$ cat config.mk
export PLATFORM = sky130hd
export DESIGN_NAME = seg7_scan_ctrl_flat
export DESIGN_NICKNAME = d
export VERILOG_FILES = /design/src/rtl/seg7_scan_ctrl_if.sv /design/src/rtl/seg7_scan_ctrl.sv /design/src/flat_wrapper.sv
export SDC_FILE = /design/constraint.sdc
export NUM_CORES = 1
export LEC_CHECK = 0
export BUFFER_PORTS_ARGS = -buffer_cell sky130_fd_sc_hd__buf_4
export CAP_MARGIN = 25
export CORE_AREA = 2 2 119 121
export DETAILED_ROUTE_END_ITERATION = 10
export DIE_AREA = 0 0 121 123
export GPL_ROUTABILITY_DRIVEN = 1
export GPL_TIMING_DRIVEN = 0
export HOLD_SLACK_MARGIN = 0.03
export SYNTH_ARGS = -nofsm -noshare
export SYNTH_HDL_FRONTEND = slang
export SYNTH_SLANG_ARGS = --single-unit
export TNS_END_PERCENT = 100
$ cat constraint.sdc
create_clock -name clk -period 2.45 [get_ports clk]
set_clock_uncertainty 0.15 [all_clocks]
set_input_delay 0.1225 -clock clk [delete_from_list [all_inputs] [get_ports clk]]
set_output_delay 0.1225 -clock clk [all_outputs]
set_load 0.02 [all_outputs]
$ cat src/rtl/seg7_scan_ctrl_if.sv
// Signal bundle between the application data path and the multiplexed
// 7-segment scanner: digit data/controls in, anode/cathode drive out.
interface seg7_scan_ctrl_if #(
    parameter int N_DIGITS = 8,
    parameter int PWM_BITS = 4
);
    logic [4*N_DIGITS-1:0] display_bcd;
    logic [N_DIGITS-1:0]   dp;
    logic [N_DIGITS-1:0]   digit_en;
    logic [PWM_BITS-1:0]   brightness;
    logic                  blank_lz;
    logic [N_DIGITS-1:0]   anodes;
    logic [6:0]            cathodes;
    logic                  dp_n;
    logic                  frame_tick;

    modport master (
        output display_bcd, dp, digit_en, brightness, blank_lz,
        input  anodes, cathodes, dp_n, frame_tick
    );

    modport slave (
        input  display_bcd, dp, digit_en, brightness, blank_lz,
        output anodes, cathodes, dp_n, frame_tick
    );
endinterface

$ cat src/rtl/seg7_scan_ctrl.sv
// Multiplexed common-anode 7-segment scanner with frame-synchronous capture,
// PWM brightness and digit masking. Leading-zero blanking: SEG7_LZ_BLANK_EN.
module seg7_scan_ctrl #(
    parameter int N_DIGITS = 8,
    parameter int PRESCALE = 100000,
    parameter int PWM_BITS = 4
) (
    input  logic           clk,
    input  logic           reset,
    seg7_scan_ctrl_if.slave disp
);
    localparam int CNT_W = $clog2(PRESCALE);
    localparam int IDX_W = $clog2(N_DIGITS);
    localparam logic [CNT_W-1:0] CNT_LAST = CNT_W'(PRESCALE - 1);
    localparam logic [IDX_W-1:0] IDX_LAST = IDX_W'(N_DIGITS - 1);

    function automatic logic [6:0] hex_to_seg(input logic [3:0] nib);
        case (nib)
            4'h0: hex_to_seg = 7'h40;
            4'h1: hex_to_seg = 7'h79;
            4'h2: hex_to_seg = 7'h24;
            4'h3: hex_to_seg = 7'h30;
            4'h4: hex_to_seg = 7'h19;
            4'h5: hex_to_seg = 7'h12;
            4'h6: hex_to_seg = 7'h02;
            4'h7: hex_to_seg = 7'h78;
            4'h8: hex_to_seg = 7'h00;
            4'h9: hex_to_seg = 7'h10;
            4'hA: hex_to_seg = 7'h08;
            4'hB: hex_to_seg = 7'h03;
            4'hC: hex_to_seg = 7'h46;
            4'hD: hex_to_seg = 7'h21;
            4'hE: hex_to_seg = 7'h06;
            default: hex_to_seg = 7'h0E;
        endcase
    endfunction

    logic [CNT_W-1:0]      cnt_p0;
    logic [IDX_W-1:0]      idx_p0;
    logic [PWM_BITS-1:0]   pwm_p0;
    logic [4*N_DIGITS-1:0] bcd_p0;
    logic [N_DIGITS-1:0]   dp_p0;
    logic [N_DIGITS-1:0]   en_p0;
    logic                  slot_end_p0;
    logic                  wrap_p0;

    assign slot_end_p0 = (cnt_p0 == CNT_LAST);
    assign wrap_p0     = slot_end_p0 && (idx_p0 == IDX_LAST);

    // Stage p0: scan timing and the shadow copy of the frame being shown
    always_ff @(posedge clk or negedge reset) begin
        if (!reset) begin
            cnt_p0 <= '0;
            idx_p0 <= '0;
            pwm_p0 <= '0;
            bcd_p0 <= '0;
            dp_p0  <= '0;
            en_p0  <= '0;
        end else begin
            pwm_p0 <= pwm_p0 + 1'b1;
            cnt_p0 <= slot_end_p0 ? '0 : cnt_p0 + 1'b1;
            if (slot_end_p0)
                idx_p0 <= wrap_p0 ? '0 : idx_p0 + 1'b1;
            if (wrap_p0) begin
                bcd_p0 <= disp.display_bcd;
                dp_p0  <= disp.dp;
                en_p0  <= disp.digit_en;
            end
        end
    end

    logic [3:0] nib_p0;
    logic       blank_p0;

    assign nib_p0 = bcd_p0[4*int'(idx_p0) +: 4];

`ifdef SEG7_LZ_BLANK_EN
    // A digit blanks only when it and every more-significant nibble are zero
    always_comb begin
        blank_p0 = 1'b0;
        if (disp.blank_lz && (idx_p0 != '0)) begin
            blank_p0 = 1'b1;
            for (int i = 0; i < N_DIGITS; i++) begin
                if ((i >= int'(idx_p0)) && (bcd_p0[4*i +: 4] != 4'h0))
                    blank_p0 = 1'b0;
            end
        end
    end
`else
    logic unused_blank_lz;
    assign unused_blank_lz = disp.blank_lz;
    assign blank_p0 = 1'b0;
`endif

    logic [N_DIGITS-1:0] anodes_d;
    logic [6:0]          cathodes_d;
    logic                dp_n_d;

    always_comb begin
        anodes_d = '1;
        if (en_p0[idx_p0] && (pwm_p0 <= disp.brightness))
            anodes_d[idx_p0] = 1'b0;
        cathodes_d = blank_p0 ? 7'h7F : hex_to_seg(nib_p0);
        dp_n_d     = ~dp_p0[idx_p0];
    end

    logic [N_DIGITS-1:0] anodes_p1;
    logic [6:0]          cathodes_p1;
    logic                dp_n_p1;
    logic                frame_tick_p1;

    // Stage p1: registered pin drive
    always_ff @(posedge clk or negedge reset) begin
        if (!reset) begin
            anodes_p1     <= '1;
            cathodes_p1   <= 7'h7F;
            dp_n_p1       <= 1'b1;
            frame_tick_p1 <= 1'b0;
        end else begin
            anodes_p1     <= anodes_d;
            cathodes_p1   <= cathodes_d;
            dp_n_p1       <= dp_n_d;
            frame_tick_p1 <= wrap_p0;
        end
    end

    assign disp.anodes     = anodes_p1;
    assign disp.cathodes   = cathodes_p1;
    assign disp.dp_n       = dp_n_p1;
    assign disp.frame_tick = frame_tick_p1;
endmodule

$ cat src/flat_wrapper.sv
// flat-port wrapper written by rule: the top's interface ports become plain ports
module seg7_scan_ctrl_flat 
#(
    parameter int N_DIGITS = 8,
    parameter int PRESCALE = 100000,
    parameter int PWM_BITS = 4
)
  (clk, reset, disp_display_bcd, disp_dp, disp_digit_en, disp_brightness, disp_blank_lz, disp_anodes, disp_cathodes, disp_dp_n, disp_frame_tick);
  seg7_scan_ctrl_if #(.N_DIGITS(N_DIGITS), .PWM_BITS(PWM_BITS)) disp_i ();
  input  logic clk;
  input  logic reset;
  input wire logic [$bits(disp_i.display_bcd)-1:0] disp_display_bcd;
  input wire logic [$bits(disp_i.dp)-1:0] disp_dp;
  input wire logic [$bits(disp_i.digit_en)-1:0] disp_digit_en;
  input wire logic [$bits(disp_i.brightness)-1:0] disp_brightness;
  input wire logic [$bits(disp_i.blank_lz)-1:0] disp_blank_lz;
  output wire logic [$bits(disp_i.anodes)-1:0] disp_anodes;
  output wire logic [$bits(disp_i.cathodes)-1:0] disp_cathodes;
  output wire logic [$bits(disp_i.dp_n)-1:0] disp_dp_n;
  output wire logic [$bits(disp_i.frame_tick)-1:0] disp_frame_tick;
  assign disp_i.display_bcd = disp_display_bcd;
  assign disp_i.dp = disp_dp;
  assign disp_i.digit_en = disp_digit_en;
  assign disp_i.brightness = disp_brightness;
  assign disp_i.blank_lz = disp_blank_lz;
  assign disp_anodes = disp_i.anodes;
  assign disp_cathodes = disp_i.cathodes;
  assign disp_dp_n = disp_i.dp_n;
  assign disp_frame_tick = disp_i.frame_tick;
  seg7_scan_ctrl #(.N_DIGITS(N_DIGITS), .PRESCALE(PRESCALE), .PWM_BITS(PWM_BITS)) u_core (.clk(clk), .reset(reset), .disp(disp_i));
endmodule
-- After elaboration in Yosys (flattened, before gate mapping)
Memory sizes are Yosys's and may differ from the RTL's. A register that Yosys moved wholly into a read port is not among the register bits.
Index checks and enable logic that the tools add are counted.
- add/subtract/negate cells: 3
- magnitude comparators: 3
- equality and inequality tests: 2
- shifts and indexed selects: 1
- multiplexer cells: 9
- bitwise logic cells: 2
- reductions and logical operators: 4
- operators with widths (cell ; count):
    $shiftx A32 B6 Y4 ; 1
    $add A17 B1 Y17 const B ; 1
    $eq A17 B17 Y1 const B ; 1
    $mux W17 ; 1
    $mux W8 ; 1
    $not A8 Y8 ; 1
    $bmux W1 S3 ; 2
    $add A4 B1 Y4 const B ; 1
    $le A4 B4 Y1 ; 1
    $lt A3 B4 Y1 const B ; 1
    $add A3 B1 Y3 const B ; 1
    $demux W1 S3 ; 1
    $eq A3 B3 Y1 const B ; 1
    $ge A3 B1 Y1 const B ; 1
    $logic_and A1 B1 Y1 ; 3
    $mux W1 ; 3
    $mux W3 ; 1
    $logic_not A1 Y1 ; 1
    $not A1 Y1 ; 1
- bits in registers: 82
- bits in read-only memories: 112
- bits of input ports: 55
- output and inout bits: 17
- word-level logic and storage cells: 34
- memories kept: 1
- memories (memory ; depth ; width ; rd ports ; clocked after memory_dff ; wr ports ; line ; text):
    (no name shown) ; 16 ; 7 ; 1 ; 1 ; 0 ; seg7_scan_ctrl.sv:18 ; case (nib)

-- Longest topological paths before layout
- depth in word-level cells: 6
- depth in mapped cells: 11
- gate-level depth less buffers: 9

-- Least setup slack after synthesis
No wires, ideal clock.
- path type: reg-to-reg
- from: reg u_core.idx_p0[0]
- to: reg u_core.cathodes_p1[5] (netlist: u_core.disp.cathodes[5])
- setup time: 0.083 ns
- arrival: 2.089 ns
- data required time: 2.217 ns
- setup slack: 0.129 ns
- stages on the path, launching flop included: 11
- path buffers: 1
- period minus slack after synthesis: 2.321 ns
- path through: dfrtp_1 -> buf_6 -> mux2_2 -> a32o_1 -> a211oi_2 -> inv_1 -> ha_1 -> inv_1 -> nor2_1 -> a21oi_1 -> o22ai_1
- cells in the longest elaborated chain, start to end: 1
- RTL lines (what ; line ; text):
    start: declaration ; seg7_scan_ctrl.sv:39 ; logic [IDX_W-1:0] idx_p0;
    start signal: assignment ; seg7_scan_ctrl.sv:63 ; idx_p0 <= wrap_p0 ? '0 : idx_p0 + 1'b1;
    $shiftx A32 B6 Y4 ; seg7_scan_ctrl.sv:75 ; assign nib_p0 = bcd_p0[4*int'(idx_p0) +: 4];
    end: declaration ; seg7_scan_ctrl.sv:108 ; logic [6:0] cathodes_p1;
Every way passes these cells.
A chain may end at the register's enable or synchronous reset.

-- Worst setup path after layout
- from: reg u_core.cnt_p0[0]
- to: reg u_core.en_p0[3]
- cells in the longest elaborated chain, start to end: 2
- RTL lines (what ; line ; text):
    start: declaration ; seg7_scan_ctrl.sv:38 ; logic [CNT_W-1:0] cnt_p0;
    start signal: assignment ; seg7_scan_ctrl.sv:61 ; cnt_p0 <= slot_end_p0 ? '0 : cnt_p0 + 1'b1;
    $eq A17 B17 Y1 ; seg7_scan_ctrl.sv:47 ; assign slot_end_p0 = (cnt_p0 == CNT_LAST);
    $logic_and A1 B1 Y1 ; seg7_scan_ctrl.sv:48 ; assign wrap_p0 = slot_end_p0 && (idx_p0 == IDX_LAST);
    end signal: assignment ; seg7_scan_ctrl.sv:67 ; en_p0 <= disp.digit_en;
    end: declaration ; seg7_scan_ctrl.sv:43 ; logic [N_DIGITS-1:0] en_p0;
Every way passes these cells.

==> report_table.html <==
<table>
<tr><th>Metric</th><th>Value</th></tr>
<tr><th colspan="2">Timing</th></tr>
<tr><td>Final setup violation count</td><td>0</td></tr>
<tr><td>Share of the cycle needed by the critical path after routing</td><td>95.5%</td></tr>
<tr><td>Hold Slack</td><td>between 100 and 150 ps</td></tr>
<tr><td>Aggregate negative setup slack</td><td>0 ps</td></tr>
<tr><td>Final Slew Violations</td><td>0</td></tr>
<tr><td>Smallest setup slack after layout</td><td>111 ps</td></tr>
<tr><td>Final critical-path required period</td><td>~2300 ps</td></tr>
<tr><td>Count of endpoints failing hold in the final timing report</td><td>0</td></tr>
<tr><td>Max Clock Freq</td><td>roughly 430 MHz</td></tr>
<tr><td>Headroom to the max-slew limit</td><td>62.8%</td></tr>
<tr><td>Worst-margin pin slew</td><td>approximately 550 ps</td></tr>
<tr><th colspan="2">Clocking</th></tr>
<tr><td>Buffer depth of the longest clock path</td><td>2</td></tr>
<tr><td>CTS tree</td><td>built</td></tr>
<tr><td>CTS clock-pin slew for the worst setup and hold paths</td><td>~60 ps</td></tr>
<tr><td>H-tree levels</td><td>3</td></tr>
<tr><td>CTS root buf</td><td>sky130_fd_sc_hd__clkbuf_16</td></tr>
<tr><td>Insertion delay to the later sink of the worst-skew pair</td><td>330 ps</td></tr>
<tr><td>Number of buffers added by the clock tree synthesis step</td><td>9</td></tr>
<tr><td>Number of clock sinks</td><td>roughly 90</td></tr>
<tr><th colspan="2">Final layout</th></tr>
<tr><td>Synthesis-to-layout area growth</td><td>40.0%</td></tr>
<tr><td>Area of combinational cells with multiple inputs</td><td>1840 µm²</td></tr>
<tr><td>Leading cell types in the layout, fill and taps excluded</td><td>sky130_fd_sc_hd__buf_4 (82), sky130_fd_sc_hd__dfrtp_1 (72), sky130_fd_sc_hd__dlygate4sd3_1 (49), sky130_fd_sc_hd__mux2_2 (31), sky130_fd_sc_hd__mux2_4 (20)</td></tr>
<tr><td>Share of post-route cells with drive strength above 1</td><td>a little over two fifths</td></tr>
<tr><td>Utilization after layout</td><td>43.7%</td></tr>
<tr><td>Filler cell count in the final layout</td><td>roughly 1200</td></tr>
<tr><td>Total number of nets in the final design</td><td>520</td></tr>
<tr><td>Number of antenna cells inserted</td><td>0</td></tr>
<tr><td>Register cell area after layout</td><td>approximately 2200 µm²</td></tr>
<tr><td>Most common library cell in the layout ignoring fill and taps</td><td>sky130_fd_sc_hd__buf_4</td></tr>
<tr><td>Filler-free cell count of the finished design</td><td>approximately 640</td></tr>
<tr><th colspan="2">Detailed routing</th></tr>
<tr><td>Number of DRC violations after detailed-routing iteration 0</td><td>about 140</td></tr>
<tr><td>Vias/cell</td><td>4.56</td></tr>
<tr><td>Drt wl/cell</td><td>14.7 µm</td></tr>
<tr><td>Routed via count</td><td>2903</td></tr>
<tr><td>Post-route ant nets</td><td>0</td></tr>
<tr><td># DRC</td><td>0</td></tr>
<tr><td>Number of search-and-repair iterations in the first detailed-routing pass</td><td>4</td></tr>
<tr><td>Detailed Route WL</td><td>roughly 9400 µm</td></tr>
<tr><th colspan="2">Floorplanning</th></tr>
<tr><td>Initial core utilization</td><td>between 30% and 40%</td></tr>
<tr><td>Overall die height</td><td>~120 µm</td></tr>
<tr><td>IO Count</td><td>72</td></tr>
<tr><td>Number of cell rows</td><td>43</td></tr>
<tr><td>Die Footprint</td><td>around 15000 µm²</td></tr>
<tr><td>Area of the core</td><td>13600 µm²</td></tr>
<tr><td>Die Width</td><td>roughly 120 µm</td></tr>
<tr><th colspan="2">Power</th></tr>
<tr><td>Leakage power</td><td>around 2.8 nW</td></tr>
<tr><td>Power density over cell area</td><td>approximately 540 nW/µm²</td></tr>
<tr><td>Peak VDD IR</td><td>between 0.3 and 0.4 mV</td></tr>
<tr><th colspan="2">GRT</th></tr>
<tr><td>Total routing resource utilization after global routing</td><td>13.4%</td></tr>
<tr><td>Number of antenna violations at the first check in global routing</td><td>0</td></tr>
<tr><td>Maximum number of pins on one net before global-route repair</td><td>62</td></tr>
<tr><td>Overflow after GRT</td><td>0</td></tr>
<tr><td>First-pass GRT wire length</td><td>approximately 15000 µm</td></tr>
<tr><td>Via count of the first global-routing pass</td><td>2988</td></tr>
<tr><th colspan="2">Yosys</th></tr>
<tr><td>Post-synthesis share of cell area spent on and, or, nand and nor gates</td><td>10.7%</td></tr>
<tr><td>Most used flip-flop cell after synthesis</td><td>sky130_fd_sc_hd__dfrtp_1</td></tr>
<tr><td>Adder-cell area share of the yosys netlist</td><td>between 3 and 4%</td></tr>
<tr><td>Post-synthesis cell count</td><td>about 310</td></tr>
<tr><td>Netlist cell types</td><td>52</td></tr>
<tr><td>Synthesized cell area</td><td>~4200 µm²</td></tr>
<tr><td>Number of synthesized flops with an enable pin</td><td>0</td></tr>
<tr><td>Mux contribution to synthesized area</td><td>between 20% and 30%</td></tr>
<tr><td>Share of flip-flops with an asynchronous set or reset</td><td>100%</td></tr>
<tr><td>Share of the synthesized area in compound gates (AO/OA/AOI/OAI)</td><td>roughly 4.5%</td></tr>
<tr><td>Post-synthesis sequential element count</td><td>roughly 90</td></tr>
<tr><td>Parity-gate share of the synthesized area counting xor and xnor cells</td><td>3.72%</td></tr>
<tr><td>Mean instance size in the synthesized netlist</td><td>13.5 µm²</td></tr>
<tr><td>Main combinational cell family by area after synthesis</td><td>multiplexers</td></tr>
<tr><td>Post-Syn Nets</td><td>382</td></tr>
<tr><td>Yosys warns</td><td>0</td></tr>
<tr><td>Portion of the post-synthesis area used by sequential elements</td><td>between 50 and 60%</td></tr>
<tr><th colspan="2">Setup path</th></tr>
<tr><td>Stage delay of the slowest cell on the critical path</td><td>between 300 and 400 ps</td></tr>
<tr><td>Terminus of the critical flop-to-flop path</td><td>u_core.en_p0[3]</td></tr>
<tr><td>Startpoint type of the worst setup path</td><td>flip-flop</td></tr>
<tr><td>Category of the most critical setup path</td><td>flip-flop to flip-flop</td></tr>
<tr><td>Arrival time of the worst setup path</td><td>around 2400 ps</td></tr>
<tr><td>Critical path cell sequence</td><td>ha_2 -&gt; and4_4 -&gt; nand2_4 -&gt; nor4b_2 -&gt; and4_4 -&gt; buf_12 -&gt; buf_12 -&gt; mux2_4</td></tr>
<tr><td>Setup slack, reg-to-reg</td><td>approximately 110 ps</td></tr>
<tr><td>Largest fanout on the critical path</td><td>10</td></tr>
<tr><td>Count of buffering cells on the critical path with inverters included</td><td>2</td></tr>
<tr><td>Nature of the critical path endpoint</td><td>flip-flop</td></tr>
<tr><td>Worst R2R Start</td><td>u_core.cnt_p0[0]</td></tr>
<tr><td>Worst path required time</td><td>2510 ps</td></tr>
<tr><td>Top delay family on crit path</td><td>simple AND/OR/NAND/NOR gates</td></tr>
<tr><td>Worst-case reg-to-reg path depth</td><td>8</td></tr>
<tr><td>CP max stage cell</td><td>sky130_fd_sc_hd__dfrtp_1</td></tr>
<tr><th colspan="2">Placed design</th></tr>
<tr><td>Setup slack after placement</td><td>-433 ps</td></tr>
<tr><td>Input/output buffers</td><td>70</td></tr>
<tr><td>Dpl hpwl</td><td>between 6000 and 7000 µm</td></tr>
<tr><td>Placer Congestion</td><td>0.773</td></tr>
<tr><td>Number of placed instances with taps included</td><td>565</td></tr>
<tr><th colspan="2">Outcome</th></tr>
<tr><td>Result of the run</td><td>completed</td></tr>
<tr><th colspan="2">Run</th></tr>
<tr><td>Max-cap check violation count</td><td>0</td></tr>
<tr><th colspan="2">Min path</th></tr>
<tr><td>Worst hold path class</td><td>primary input to asynchronous set/reset pin</td></tr>
</table>
[repair_timing]
action	in CTS	in global routing
pin swaps	1	0
hold buffers	49	0
hold endpoints to repair	123	0
setup buffers	2	5
gates resized for setup	6	8
endpoints found under the setup margin	7	8
[registers in the layout (all words and copies together) (netlist names)]
| name | cells |
|---|---|
| u_core.bcd_p0 | 32 |
| u_core.cnt_p0 | 17 |
| u_core.disp.anodes | 8 |
| u_core.dp_p0 | 8 |
| u_core.en_p0 | 8 |
| u_core.disp.cathodes | 7 |
| u_core.pwm_p0 | 4 |
| u_core.idx_p0 | 3 |
| u_core.disp.dp_n | 1 |
| u_core.disp.frame_tick | 1 |
[routing by layer]
layer | GRT usage [%] | vias to the layer above | share of wire (%) | wire [µm]
met1 | 17.9 | 1443 | 47 | 4400
met4 | 3.92 | 0 | 1.0 | 98
met2 | 21.7 | 58 | 48 | 4450
met3 | 3.41 | 7 | 4.5 | 424
li1 | - | 1395 | - | -
met5 | 0 | - | 0 | 0
[layout make-up]
| type | count | area share (%) |
|---|---|---|
| Tap cell | 180 | 3.79 |
| Multi-Input combinational cell | 201 | 31.0 |
| Inverter | 10 | 0.653 |
| Clock buffer | 13 | 4.21 |
| Timing Repair Buffer | 127 | 18.4 |
| Clock inverter | 3 | 1.52 |
| Buffer | 14 | 2.55 |
| Sequential cell | 89 | 37.8 |
[stage by stage]
stage	power (mW)	cell area, µm²
after floorplan	1.50	4240
after global placement	1.60	4990
after detailed placement	1.61	5020
after CTS	3.24	5880
after global routing	3.31	5940
final	3.21	5940
[worst register-to-register path, cell delays in order, from the launching register on]
cell,delay [ps]
sky130_fd_sc_hd__dfrtp_1,390
sky130_fd_sc_hd__ha_2,220
sky130_fd_sc_hd__and4_4,260
sky130_fd_sc_hd__nand2_4,70
sky130_fd_sc_hd__nor4b_2,240
sky130_fd_sc_hd__and4_4,290
sky130_fd_sc_hd__buf_12,150
sky130_fd_sc_hd__buf_12,160
sky130_fd_sc_hd__mux2_4,310
[synth_stat cells, drive strengths merged, types with 3 or more instances]
library cell	count	area, µm²
a21oi	3	15.0
buf	12	128
dfrtp	73	1830
dfstp	16	420
ha	13	163
inv	9	33.8
mux2	51	649
mux2i	10	113
mux4	4	93.8
nand2	15	63.8
nand3	9	45.0
nand4	13	81.3
nor2	16	60.1
nor2b	7	43.8
nor3	3	15.0
o21ai	6	30.0
o22ai	3	18.8
or3b	3	26.3
xnor2	7	61.3
xor2	11	96.3
[logic make-up (layout without fill, tap and decap cells)]
family                   count (synthesis)  after routing
AND/OR/NAND/NOR                         79             79
adder cells (fa/ha/maj)                 13             13
flip-flops                              89             89
AO/OA/AOI/OAI                           26             26
XOR/XNOR                                18             18
buffers and inverters                   24            167
multiplexers                            65             65
[how the worst max path moves through the flow]
stage                           startpoint                       to  cells after the start
after floorplan           u_core.idx_p0[0]  u_core.disp.cathodes[5]                     10
after global placement    u_core.idx_p0[1]  u_core.disp.cathodes[0]                      9
after detailed placement  u_core.idx_p0[1]  u_core.disp.cathodes[0]                      9
after CTS                 u_core.idx_p0[2]  u_core.disp.cathodes[5]                     12
after global routing      u_core.idx_p0[1]  u_core.disp.cathodes[5]                     11
final                     u_core.cnt_p0[0]          u_core.en_p0[3]                      8
[report_power, final]
part / internal (mW) / switching, mW / leakage, nW / total (mW)
clock: 1.03 / 0.536 / 0.164 / 1.56
sequential: 1.47 / 0 / 1.17 / 1.47
combinational: 0.112 / 0.0609 / 1.48 / 0.173
No activity file was read; power rests on OpenSTA's default activity.
